File: src/rtl/spi_flash_seq.sv
// Operation-level sequencer for spi_flash_cmd: expands READ / PROGRAM / ERASE / RDID
// requests into WREN, opcode and RDSR-poll command sequences on the engine cmd port.
module spi_flash_seq #(
  parameter int unsigned POLL_GAP = 1000,
  parameter int unsigned POLL_MAX = 65535
) (
  input  logic        clk,
  input  logic        rst,
  input  logic [1:0]  i_op,
  input  logic        i_op_valid,
  output logic        o_op_ready,
  input  logic [23:0] i_addr,
  input  logic [8:0]  i_len,
  output logic        o_wr_rd,
  input  logic [7:0]  i_wr_data,
  output logic [7:0]  o_rd_data,
  output logic        o_rd_valid,
  output logic        o_done,
  output logic        o_err,
  output logic [7:0]  o_status,
  output logic [7:0]  o_cmd,
  output logic        o_cmd_valid,
  input  logic        i_cmd_ack,
  output logic [23:0] o_addr,
  output logic [8:0]  o_byte_size,
  input  logic        i_data_req,
  output logic [7:0]  o_data,
  input  logic [7:0]  i_data,
  input  logic        i_data_valid
);

  typedef enum logic [3:0] {
    S_IDLE, S_PREFETCH, S_WREN, S_WREN_WAIT, S_EXEC, S_EXEC_WAIT,
    S_GAP, S_RDSR, S_RDSR_WAIT, S_FIN
  } state_t;

  localparam logic [1:0]  OP_READ  = 2'd0;
  localparam logic [1:0]  OP_PROG  = 2'd1;
  localparam logic [1:0]  OP_ERASE = 2'd2;
  localparam logic [1:0]  OP_RDID  = 2'd3;
  localparam logic [15:0] POLL_LIM = 16'(POLL_MAX);
  localparam logic [31:0] GAP_LAST = 32'(POLL_GAP - 1);

  state_t      state;
  logic [1:0]  op;
  logic [23:0] req_addr;
  logic [8:0]  len;
  logic [8:0]  pop_cnt;
  logic        pop_pend;
  logic        pf_phase;
  logic        ack_hold;
  logic        wr_rd_q;
  logic [15:0] poll_cnt;
  logic [31:0] gap_cnt;

  logic        exec_phase;
  logic        data_pop;
  logic        ack;
  logic        is_rd_op;
  logic [7:0]  rdsr_val;
  logic [9:0]  page_end;
  logic [15:0] poll_next;

  function automatic logic [7:0] op_code(input logic [1:0] o);
    case (o)
      OP_READ:  op_code = 8'h03;
      OP_PROG:  op_code = 8'h02;
      OP_ERASE: op_code = 8'hD8;
      default:  op_code = 8'h9F;
    endcase
  endfunction

  assign exec_phase = (state == S_EXEC) || (state == S_EXEC_WAIT);
  assign is_rd_op   = (op == OP_READ) || (op == OP_RDID);
  // Pops are capped at len; the prefetch already counted as the first one.
  assign data_pop   = exec_phase && (op == OP_PROG) && i_data_req && (pop_cnt < len);
  assign o_wr_rd    = wr_rd_q | data_pop;
  // An ack seen in the same cycle as o_cmd_valid is remembered so the next
  // command still starts at least two cycles after the previous one.
  assign ack        = i_cmd_ack | ack_hold;
  assign rdsr_val   = i_data_valid ? i_data : o_status;
  assign page_end   = {2'b00, i_addr[7:0]} + {1'b0, i_len};
  assign poll_next  = (poll_cnt == 16'hFFFF) ? poll_cnt : poll_cnt + 16'd1;

  always_ff @(posedge clk or posedge rst) begin
    if (rst) begin
      state       <= S_IDLE;
      op          <= OP_READ;
      req_addr    <= '0;
      len         <= '0;
      pop_cnt     <= '0;
      pop_pend    <= 1'b0;
      pf_phase    <= 1'b0;
      ack_hold    <= 1'b0;
      wr_rd_q     <= 1'b0;
      poll_cnt    <= '0;
      gap_cnt     <= '0;
      o_op_ready  <= 1'b1;
      o_rd_data   <= '0;
      o_rd_valid  <= 1'b0;
      o_done      <= 1'b0;
      o_err       <= 1'b0;
      o_status    <= '0;
      o_cmd       <= '0;
      o_cmd_valid <= 1'b0;
      o_addr      <= '0;
      o_byte_size <= '0;
      o_data      <= '0;
    end else begin
      o_cmd_valid <= 1'b0;
      wr_rd_q     <= 1'b0;
      o_done      <= 1'b0;
      o_err       <= 1'b0;
      o_rd_valid  <= 1'b0;
      pop_pend    <= data_pop;
      if (data_pop) pop_cnt <= pop_cnt + 9'd1;
      if (pop_pend) o_data <= i_wr_data;
      if (i_data_valid && exec_phase && is_rd_op) begin
        o_rd_valid <= 1'b1;
        o_rd_data  <= i_data;
      end
      if (i_data_valid && ((state == S_RDSR) || (state == S_RDSR_WAIT)))
        o_status <= i_data;

      case (state)
        S_IDLE: begin
          if (i_op_valid) begin
            o_op_ready <= 1'b0;
            op         <= i_op;
            req_addr   <= i_addr;
            len        <= i_len;
            poll_cnt   <= '0;
            pop_cnt    <= '0;
            ack_hold   <= 1'b0;
            if (((i_op == OP_READ) || (i_op == OP_PROG)) && (i_len == 9'd0)) begin
              state  <= S_FIN;
              o_done <= 1'b1;
            end else if ((i_op == OP_PROG) && (page_end > 10'd256)) begin
              state <= S_FIN;
              o_err <= 1'b1;
            end else if (i_op == OP_PROG) begin
              state    <= S_PREFETCH;
              wr_rd_q  <= 1'b1;
              pf_phase <= 1'b0;
              pop_cnt  <= 9'd1;
            end else if (i_op == OP_ERASE) begin
              state       <= S_WREN;
              o_cmd       <= 8'h06;
              o_addr      <= i_addr;
              o_byte_size <= '0;
              o_cmd_valid <= 1'b1;
            end else begin
              state       <= S_EXEC;
              o_cmd       <= op_code(i_op);
              o_addr      <= i_addr;
              o_byte_size <= (i_op == OP_RDID) ? 9'd3 : i_len;
              o_cmd_valid <= 1'b1;
            end
          end
        end
        S_PREFETCH: begin
          if (!pf_phase) begin
            pf_phase <= 1'b1;
          end else begin
            o_data      <= i_wr_data;
            state       <= S_WREN;
            o_cmd       <= 8'h06;
            o_addr      <= req_addr;
            o_byte_size <= '0;
            o_cmd_valid <= 1'b1;
          end
        end
        S_WREN: begin
          ack_hold <= i_cmd_ack;
          state    <= S_WREN_WAIT;
        end
        S_WREN_WAIT: begin
          if (ack) begin
            ack_hold    <= 1'b0;
            state       <= S_EXEC;
            o_cmd       <= op_code(op);
            o_addr      <= req_addr;
            o_byte_size <= (op == OP_ERASE) ? 9'd0 : len;
            o_cmd_valid <= 1'b1;
          end
        end
        S_EXEC: begin
          ack_hold <= i_cmd_ack;
          state    <= S_EXEC_WAIT;
        end
        S_EXEC_WAIT: begin
          if (ack) begin
            ack_hold <= 1'b0;
            if (is_rd_op) begin
              state  <= S_FIN;
              o_done <= 1'b1;
            end else begin
              state   <= S_GAP;
              gap_cnt <= '0;
            end
          end
        end
        S_GAP: begin
          if (gap_cnt >= GAP_LAST) begin
            state       <= S_RDSR;
            o_cmd       <= 8'h05;
            o_addr      <= req_addr;
            o_byte_size <= 9'd1;
            o_cmd_valid <= 1'b1;
          end else begin
            gap_cnt <= gap_cnt + 32'd1;
          end
        end
        S_RDSR: begin
          ack_hold <= i_cmd_ack;
          state    <= S_RDSR_WAIT;
        end
        S_RDSR_WAIT: begin
          if (ack) begin
            ack_hold <= 1'b0;
            if (!rdsr_val[0]) begin
              state  <= S_FIN;
              o_done <= 1'b1;
            end else begin
              poll_cnt <= poll_next;
              if (poll_next >= POLL_LIM) begin
                state <= S_FIN;
                o_err <= 1'b1;
              end else begin
                state   <= S_GAP;
                gap_cnt <= '0;
              end
            end
          end
        end
        S_FIN: begin
          o_op_ready <= 1'b1;
          state      <= S_IDLE;
        end
        default: state <= S_IDLE;
      endcase
    end
  end

endmodule

File: config.mk
export PLATFORM = sky130hd
export DESIGN_NAME = spi_flash_seq
export DESIGN_NICKNAME = d
export VERILOG_FILES = /design/src/rtl/spi_flash_seq.sv
export SDC_FILE = /design/constraint.sdc
export NUM_CORES = 1
export LEC_CHECK = 0
export ABC_AREA = 1
export CAP_MARGIN = 0
export CORE_MARGIN = 5
export CORE_UTILIZATION = 50
export CTS_CLUSTER_SIZE = 24
export DETAILED_ROUTE_END_ITERATION = 10
export GPL_TIMING_DRIVEN = 1
export HOLD_SLACK_MARGIN = 0.08
export PLACE_DENSITY = 0.78
export REMOVE_ABC_BUFFERS = 1
export SLEW_MARGIN = 5
export SYNTH_ARGS = -nofsm -noshare
export SYNTH_HDL_FRONTEND = slang
export SYNTH_SLANG_ARGS = --single-unit
File: constraint.sdc
create_clock -name clk -period 7.8 [get_ports clk]
set_input_delay 1.56 -clock clk [delete_from_list [all_inputs] [get_ports clk]]
set_output_delay 1.56 -clock clk [all_outputs]
set_load 0.05 [all_outputs]
* Word level (Yosys, flattened, before mapping) *
Index checks and enable logic that the tools add are counted.

operators by class
  muxes and demuxes = 103
  magnitude comparators = 4
  bitwise logic cells = 2
  reduce and logical (&&, ||, !) cells = 32
  $add $sub $neg = 4
  equality and inequality tests = 31

operators by type and width
  operator               count
  $mux 32                6
  $mux 24                7
  $mux 9                 13
  $mux 8                 12
  $pmux 24 s4            1
  $pmux 32 s3            1
  $mux 16                4
  $mux 4                 11
  $pmux 4 s9             1
  $pmux 9 s4             1
  $mux 1                 35
  $add 32x1->32 const B  1
  $ge 32x10->1 const B   1
  $pmux 16 s2            1
  $pmux 8 s4             1
  $ne 2x2->1 const B     14
  $pmux 8 s3             1
  $add 16x1->16 const B  1
  $eq 16x16->1 const B   1
  $eq 4x3->1 const B     4
  $ge 16x16->1 const B   1
  $add 8x9->10           1
  $gt 10x9->1 const B    1
  $add 9x1->9 const B    1
  28 further kinds       55

word-level totals
  bits of input ports = 57
  logic and storage cells = 198
  output and inout port bits = 71
  register bits after elaboration = 170

* Logic depth before layout (Yosys ltp) *
Gate-level depths: netlist (run 1).

  word-level depth = 8
  mapped depth = 17
  gate-level depth less buffers = 17

* Worst setup path after synthesis (run 1) *
No wires, ideal clock.

  kind = input -> output
  start point = input port i_data_req
  end point = output port o_wr_rd
  arrival = 2.171 ns
  path buffers = 0
  stages on the path = 3
  required time = 6.240 ns
  path slack = 4.069 ns
  path through = nand3_1 > nor2_4 > or2_2

between the ends
  longest elaborated chain between the ends = 3

RTL lines
  item                             RTL line  RTL
  from (decl)                      26        input logic i_data_req,
  $logic_and 1x1->1 (2 in series)  76        assign data_pop = exec_phase && (op == OP_PROG) && i_data_req && (pop_cnt < len);
  via data_pop                     57        logic data_pop;
  $or 1x1->1                       77        assign o_wr_rd = wr_rd_q | data_pop;
  to (decl)                        14        output logic o_wr_rd,

The timed path passes the listed nets, and every way through them passes these cells.

* Worst setup path in the final report (run 1) *
Same ends and word-level chain as after synthesis.

==> metrics.md, run 1 <==
| Metric | Value |
|---|---|
| Area growth syn-to-layout | 23.0% |
| Worst reg2reg setup slack | 4490 ps |
| Cts hold-fix bufs | 0 |
| Fraction of layout cells with a size suffix above 1 | 7.89% |
| Placed Instances | 1,423 |
| Wirelength, routed | 20,400 um |
| TritonCTS buffer count | 17 |
| Initial antenna violation count | 0 |
| Root Driver | clkbuf_16 |
| Max Freq | 0.204 GHz |
| Nets | 1,302 |
| Hold Path Class | flip-flop to flip-flop |
| Clk buf depth | 2 |
| Netlist Area Pre-Place | 8770 sq um |
| Setup CP Type | input pin to output port |
| Clk pin slew, worst setup/hold paths | 60 ps |
| Full die area | 20,300 sq um |
| Final hold violation count | 0 |
| Top delay family on crit path | buffers and inverters |
| Via Count | 7,552 |
| Synthesized flop and latch total | 167 |
| Post-synth top flop | dfrtp_1 |
| Die span in x | 142 um |
| Pwr per Cell Area | 393 nW/um^2 |
| Hold Path End | ack_hold |
| Cell Int Power | 0.00235 W |
| Port bufs | 126 |
| CP max FO | 10 |
| Distinct cells, synth | 49 |
| Final period utilization | 62.8% |
| Slowest cell on the critical path | clkdlybuf4s50_1 |
| Fin cells | 1,454 |
| # rows | 48 |
| Number of routed nets with antenna violations | 0 |
| Starting Density | 50.9% |
| Async SR Flop Fraction | 100% |
| Sw Share | 44.6% |
| Flop pwr share | 31.0% |
| RePlAce Congestion | 0.920 |
| Max stage delay on crit path | 790 ps |
| Largest net degree at the start of global routing | 106 |
| Slew Limit Fails | 0 |
| CTS tree | done |
| Measured slew at the worst slew-check pin | 1110 ps |
| Clock power frac | 21.5% |
| DRC viols | 0 |
| DRT Pass-1 Iters | 5 |
| Worst Hold Depth | 2 |
| Comb pwr share | 47.5% |
| Core footprint | 17,200 sq um |
| Post-CTS Repair Setup Buffers | 0 |
| H-tree depth | 4 |
| Initial DRC count | 763 |
| RR Startpoint | state[2] |
| Worst Reg-to-Reg Cells | 10 |
| Seq/Total Area, Yosys | 47.7% |
| Arrival time worst endpoint | 3340 ps |
| Post-CTS sizing | 0 |
| Worst-path cell chain | clkdlybuf4s50_1 -> nand3_1 -> nor2_4 -> or2_2 -> clkdlybuf4s50_1 |
| Vias per cell | 5.19 |
| First-pass GRT wire length | 34,100 um |
| CTS Sinks | 167 |
| Max cap viols | 0 |
| EDFF count, synth | 0 |
| Worst rel slew slack | 26.2% |
| TNS Setup | 0 ps |
| Post-Place Worst Slack | 2920 ps |
| Min-Delay Startpoint | ack_hold |
| Routed wire per std cell | 14.0 um |
| Total GRT Usage | 20.6% |
| Pwr Total | 0.00424 W |
| Setup Viol. Count Final | 0 |
| Worst EP required | 6240 ps |
| Worst clock skew | 8.55 ps |
| Crit path time final | 4900 ps |
| Critical path buffer and inverter count | 2 |
| Worst VDD drop | 304 uV |
| Avg Synthesized Cell Area | 7.94 sq um |
| Inserted Diodes | 0 |
| Yosys warns | 0 |
| Leakage power | 5.10 nW |
| Synth Instances | 1,105 |
| Setup crit end kind | output port |
| Die H | 142 um |
| Ports | 128 |
| RR Endpoint | o_addr[16] |
| Status | finished clean |
| Gr ovfl total | 0 |
| Vias in the first global route | 7,170 |
| RSZ-0062 raised after global routing | false |
| Worst skew pair latency | 430 ps |
| CP Launch Type | input pin |
| Final WS setup | 2900 ps |
| Hpwl dp | 14,300 um |
| CP most frequent cell | clkdlybuf4s50_1 |
| Switching power | 0.00189 W |
[cells in the final DEF, fill, tap and decap left out, types with 4 or more instances in the layout]
cell	instances
nor3_1	22
mux2_2	8
nand3_1	50
nand2_2	4
o21ai_0	110
nor2_2	29
clkbuf_16	17
inv_2	10
inv_1	154
clkdlybuf4s50_1	126
o22ai_1	7
xor2_1	8
ha_1	27
inv_6	4
buf_4	4
nor4_1	5
dfrtp_1	166
nand4_1	12
nor2_1	108
o211ai_1	5
bufinv_16	4
o21ai_1	4
nand2_1	233
a31oi_1	8
a21oi_1	62
[registers in the layout, indices dropped and copies added, names as in the netlist, 2 cells and up]
| name | count |
|---|---|
| gap_cnt | 32 |
| o_addr | 24 |
| req_addr | 24 |
| poll_cnt | 16 |
| len | 9 |
| o_byte_size | 9 |
| pop_cnt | 9 |
| o_data | 8 |
| o_rd_data | 8 |
| o_status | 8 |
| o_cmd | 5 |
| state | 4 |
| op | 2 |
[cells in the mapped netlist (2+ instances only)]
cell type / n / share of area [%]
o21a_1: 2 / 0.17
buf_2: 12 / 0.68
buf_4: 8 / 0.68
clkinv_1: 3 / 0.13
nor3_1: 22 / 1.3
ha_1: 27 / 3.9
clkbuf_1: 12 / 0.51
o21bai_1: 2 / 0.17
nand3b_1: 3 / 0.26
buf_6: 4 / 0.51
nand2_2: 4 / 0.29
o211ai_1: 5 / 0.43
xnor2_1: 3 / 0.30
inv_2: 10 / 0.43
o21ai_2: 2 / 0.20
xor2_1: 8 / 0.80
nand4_1: 12 / 0.86
nand3_1: 50 / 2.9
inv_1: 155 / 6.6
o21ai_0: 110 / 6.3
o22ai_1: 7 / 0.50
nor4_1: 5 / 0.36
o21ai_1: 4 / 0.23
nand4_2: 2 / 0.29
a21oi_1: 62 / 3.5
dfrtp_1: 166 / 47
nand2_1: 233 / 10
a31oi_1: 8 / 0.57
nor2_4: 2 / 0.26
nor2_2: 28 / 2.0
mux2_2: 8 / 1.0
nor2_1: 109 / 4.7
[power by group through the flow]
stage          registers [W]  logic, W  clock network, W
2_1_floorplan        0.00188  0.000814                 0
3_3_place_gp         0.00132   0.00198                 0
3_5_place_dp         0.00133   0.00201                 0
4_1_cts              0.00132   0.00202          0.000922
5_1_grt              0.00135   0.00219          0.000958
6_report             0.00131   0.00201          0.000910
[final cells by class]
cell class,count,area (sq um)
tap,225,282
inverter,168,636
fill,1431,6450
clock buffer,22,474
timing repair buffer,130,1290
clock inverter,9,163
multi-input combinational,733,3760
sequential,167,4180
[through the flow]
stage	hold slack (ps)	area [sq um]	utilization (%)
after floorplan	442	8560	-
after global placement	458	10100	58.9
after detailed placement	461	10100	58.9
after CTS	474	10800	62.6
after global routing	489	10800	62.6
final	470	10800	62.6
[tightest hold or removal path: cells and delay by family, from the launching register on]
family,cells,cell delay [ps]
DFF,1,340
and+or+nand+nor,2,100
[kinds of logic (layout without fill, tap and decap cells)]
family	Yosys count	after routing	synth area share (%)
AOI/OAI and AO/OA	208	208	12.8
xor gates and xnor gates	11	11	1.10
adders and majority gates	28	28	4.08
buffers and inverters	205	329	9.63
DFF	167	167	47.7
muxes	8	8	1.03
other	1	1	0.0427
and+or+nand+nor	477	477	23.7
[worst max-delay path by stage]
stage	startpoint	endpoint	slack [ps]	cells past startpoint
after floorplan	rst	ack_hold	1720	1
after global placement	i_data_req	o_wr_rd	2920	5
after detailed placement	i_data_req	o_wr_rd	2920	5
after CTS	i_data_req	o_wr_rd	2900	5
after global routing	i_data_req	o_wr_rd	2830	5
final	i_data_req	o_wr_rd	2900	5
[metal layers]
layer | global-route usage (%) | vias up | wire, um
met2 | 33.1 | 218 | 9550
li1 | - | 3771 | -
met1 | 28.1 | 3536 | 9320
met4 | 6.20 | 0 | 315
met3 | 4.64 | 27 | 1170
met5 | 0 | - | 0
No activity file was read; power rests on OpenSTA's default activity.
==> inputs of run 2 (changes only) <==
Clock period 7.8 ns to 4.67 ns, I/O delays scaled along.
==> run 2 against run 1 <==
  * Wire length increased by 3.2%
  * Sequential power grew 68%
  * Sequential share of layout area grew 0.16 points
  * Combinational power rose by 69%
  * Utilization is 0.26 points lower
  * Clock power up 48%
  * Critical path depth is 4 higher
  * Largest cell class unchanged
  * Register-to-register slack lost 2900 ps
  * Via count rose by 1.7%
  * Largest power group unchanged
  * Non-clock buffer count is 2 higher
==> metrics.md, run 2 (same netlist as run 1, synthesis figures left out) <==
| Metric | Value |
|---|---|
| Hold Path Class | flip-flop to flip-flop |
| Vias in the first global route | 7,260 (+1.3%) |
| Commonest cells after routing, fill and taps aside | nand2_1, dfrtp_1, inv_1 |
| Leakage power | 5.08 nW (-0.35%) |
| Arrival time worst endpoint | 2850 ps (-490 ps) |
| Root Driver | clkbuf_16 |
| Highest routed metal layer | met4 |
| Max Freq | 0.264 GHz |
| Post-CTS sizing | 0 (unchanged) |
| Worst VDD drop | 406 uV (+34%) |
| Setup CP Type | flip-flop to output port |
| Worst clock skew | 5.97 ps (-2.58 ps) |
| Top delay family on crit path | buffers and inverters |
| First-pass GRT wire length | 34,900 um (+2.1%) |
| Measured slew at the worst slew-check pin | 1120 ps (+10.8 ps) |
| Final period utilization | 81.0% |
| DRC viols | 0 (unchanged) |
| Clock power frac | 19.5% (-2.0 points) |
| Die span in x | 142 um (unchanged) |
| Worst rel slew slack | 25.4% (-0.77 points) |
| TritonCTS buffer count | 17 (unchanged) |
| Die H | 142 um (unchanged) |
| Vias per cell | 5.27 (+1.5%) |
| CTS tree | done |
| Final instance area | 10,700 sq um (-0.42%) |
| Max stage delay on crit path | 800 ps (about the same) |
| Comb pwr share | 48.9% (+1.4 points) |
| RePlAce Congestion | 0.930 (+1.1%) |
| Biggest register | gap_cnt |
| RR Endpoint | o_addr[10] |
| Port bufs | 126 (unchanged) |
| Clk pin slew, worst setup/hold paths | 70 ps (about the same) |
| Metal-1 WL | 9280 um (-0.44%) |
| Initial antenna violation count | 0 (unchanged) |
| CP max FO | 10 (unchanged) |
| Worst EP required | 3740 ps (-2500 ps) |
| CTS Sinks | 167 (unchanged) |
| Hold Path End | ack_hold |
| Worst skew pair latency | 440 ps (about the same) |
| RSZ-0062 raised after global routing | false |
| Critical path buffer and inverter count | 2 (unchanged) |
| Largest net degree at the start of global routing | 72 (-32%) |
| Slowest cell on the critical path | clkdlybuf4s50_1 |
| Via Count | 7,680 (+1.7%) |
| Gr ovfl total | 0 (unchanged) |
| Commonest non-fill, non-tap cell in the layout | nand2_1 |
| Total GRT Usage | 21.1% (+0.53 points) |
| Post-Place Worst Slack | 987 ps (-1930 ps) |
| Sw Share | 46.8% (+2.3 points) |
| Max cap viols | 0 (unchanged) |
| CP Launch Type | flip-flop |
| Worst reg2reg setup slack | 1640 ps (-2850 ps) |
| Setup Viol. Count Final | 0 (unchanged) |
| Cell Int Power | 0.00369 W (+57%) |
| Worst-path cell chain | inv_1 -> ha_1 -> a21oi_1 -> o21ai_0 -> nand2_1 -> nand3_1 -> nor2_4 -> or2_2 -> clkdlybuf4s50_1 |
| Setup crit end kind | output port |
| Area growth syn-to-layout | 22.5% |
| Fraction of layout cells with a size suffix above 1 | 8.28% (+0.39 points) |
| Final WS setup | 885 ps (-2020 ps) |
| DRT Pass-1 Iters | 5 (unchanged) |
| Routed wire per std cell | 14.4 um (+3.0%) |
| DP Area | 10,200 sq um (+0.27%) |
| Number of routed nets with antenna violations | 0 (unchanged) |
| Inserted Diodes | 0 (unchanged) |
| H-tree depth | 4 (unchanged) |
| Slew Limit Fails | 0 (unchanged) |
| Worst Reg-to-Reg Cells | 8 (-2) |
| Wirelength, routed | 21,000 um (+3.2%) |
| Full die area | 20,300 sq um (unchanged) |
| Initial DRC count | 678 (-11%) |
| Ports | 128 (unchanged) |
| Clk buf depth | 2 (unchanged) |
| # rows | 48 (unchanged) |
| Biggest regs | gap_cnt (32), o_addr (24), req_addr (24) |
| Hold slack | 479 ps (+8.86 ps) |
| Starting Density | 50.9% (unchanged) |
| Max reg flops | 32 (unchanged) |
| Post-CTS Repair Setup Buffers | 0 (unchanged) |
| Nets | 1,304 (+0.15%) |
| RR Startpoint | state[2] |
| Pwr per Cell Area | 646 nW/um^2 (+64%) |
| Cts hold-fix bufs | 0 (unchanged) |
| Flop pwr share | 31.6% (+0.6 points) |
| Wire length on met3 | 1570 um (+34%) |
| Switching power | 0.00325 W (+72%) |
| Met2 routed WL | 9630 um (+0.79%) |
| Status | finished clean |
| Min-Delay Startpoint | ack_hold |
| Crit path time final | 3780 ps |
| Core footprint | 17,200 sq um (unchanged) |
| Final hold violation count | 0 (unchanged) |
| Hpwl dp | 14,900 um (+3.8%) |
| Worst Hold Depth | 2 (unchanged) |
run 2: changes by cell type in the layout (fill, tap and decap cells not counted), moves of 2 or more:
cell	delta
bufinv_16	-4
inv_8	+4
clkbuf_8	-3
clkbuf_1	-2
clkinv_2	+2
run 2: metrics by stage:
stage | util (%) | setup TNS [ps] | instances | power (W)
after global placement | 59.0 | 0 | 1425 | 0.00552
after floorplan | - | -129600 | 1068 | 0.00450
final | 62.3 | 0 | 1457 | 0.00694
after global routing | 62.3 | 0 | 1457 | 0.00737
after CTS | 62.3 | 0 | 1457 | 0.00698
after detailed placement | 59.0 | 0 | 1425 | 0.00560
run 2: cell type report:
cell class                      count  area (sq um)
Multi-Input combinational cell    733          3760
Fill cell                        1476          6490
Sequential cell                   167          4180
Inverter                          168           636
Clock buffer                       17           425
Timing Repair Buffer              132          1320
Tap cell                          225           282
Clock inverter                     15           139
run 2: worst max-delay path by stage:
| stage | startpoint | endpoint | slack (ps) | depth (start not counted) |
|---|---|---|---|---|
| 4_1_cts | len[8] | o_wr_rd | 880 | 8 |
| 6_report | len[4] | o_wr_rd | 890 | 9 |
| 3_3_place_gp | i_data_req | o_wr_rd | 1040 | 5 |
| 3_5_place_dp | i_data_req | o_wr_rd | 990 | 5 |
| 5_1_grt | len[4] | o_wr_rd | 710 | 9 |
| 2_1_floorplan | rst | ack_hold | -780 | 1 |
run 2: power groups by stage:
stage          Clock [W]  Combinational [W]  Sequential [W]
2_1_floorplan          0            0.00136         0.00314
3_3_place_gp           0            0.00332         0.00220
3_5_place_dp           0            0.00339         0.00221
4_1_cts          0.00137            0.00340         0.00220
5_1_grt          0.00143            0.00368         0.00226
6_report         0.00135            0.00339         0.00220
run 2: worst reg2reg max path: stages (launching register included):
cell and delay (ps):
dfrtp_1 440, nor2_1 180, inv_2 70, nor2_2 580, inv_1 220, o2111ai_4 670, buf_4 530, nor2_1 110
a21oi_1 150
run 2: per-layer routing:
layer,vias up,global-route usage [%]
li1,3773,-
met2,247,32.8
met5,-,0
met1,3617,28.5
met3,43,5.65
met4,0,7.90
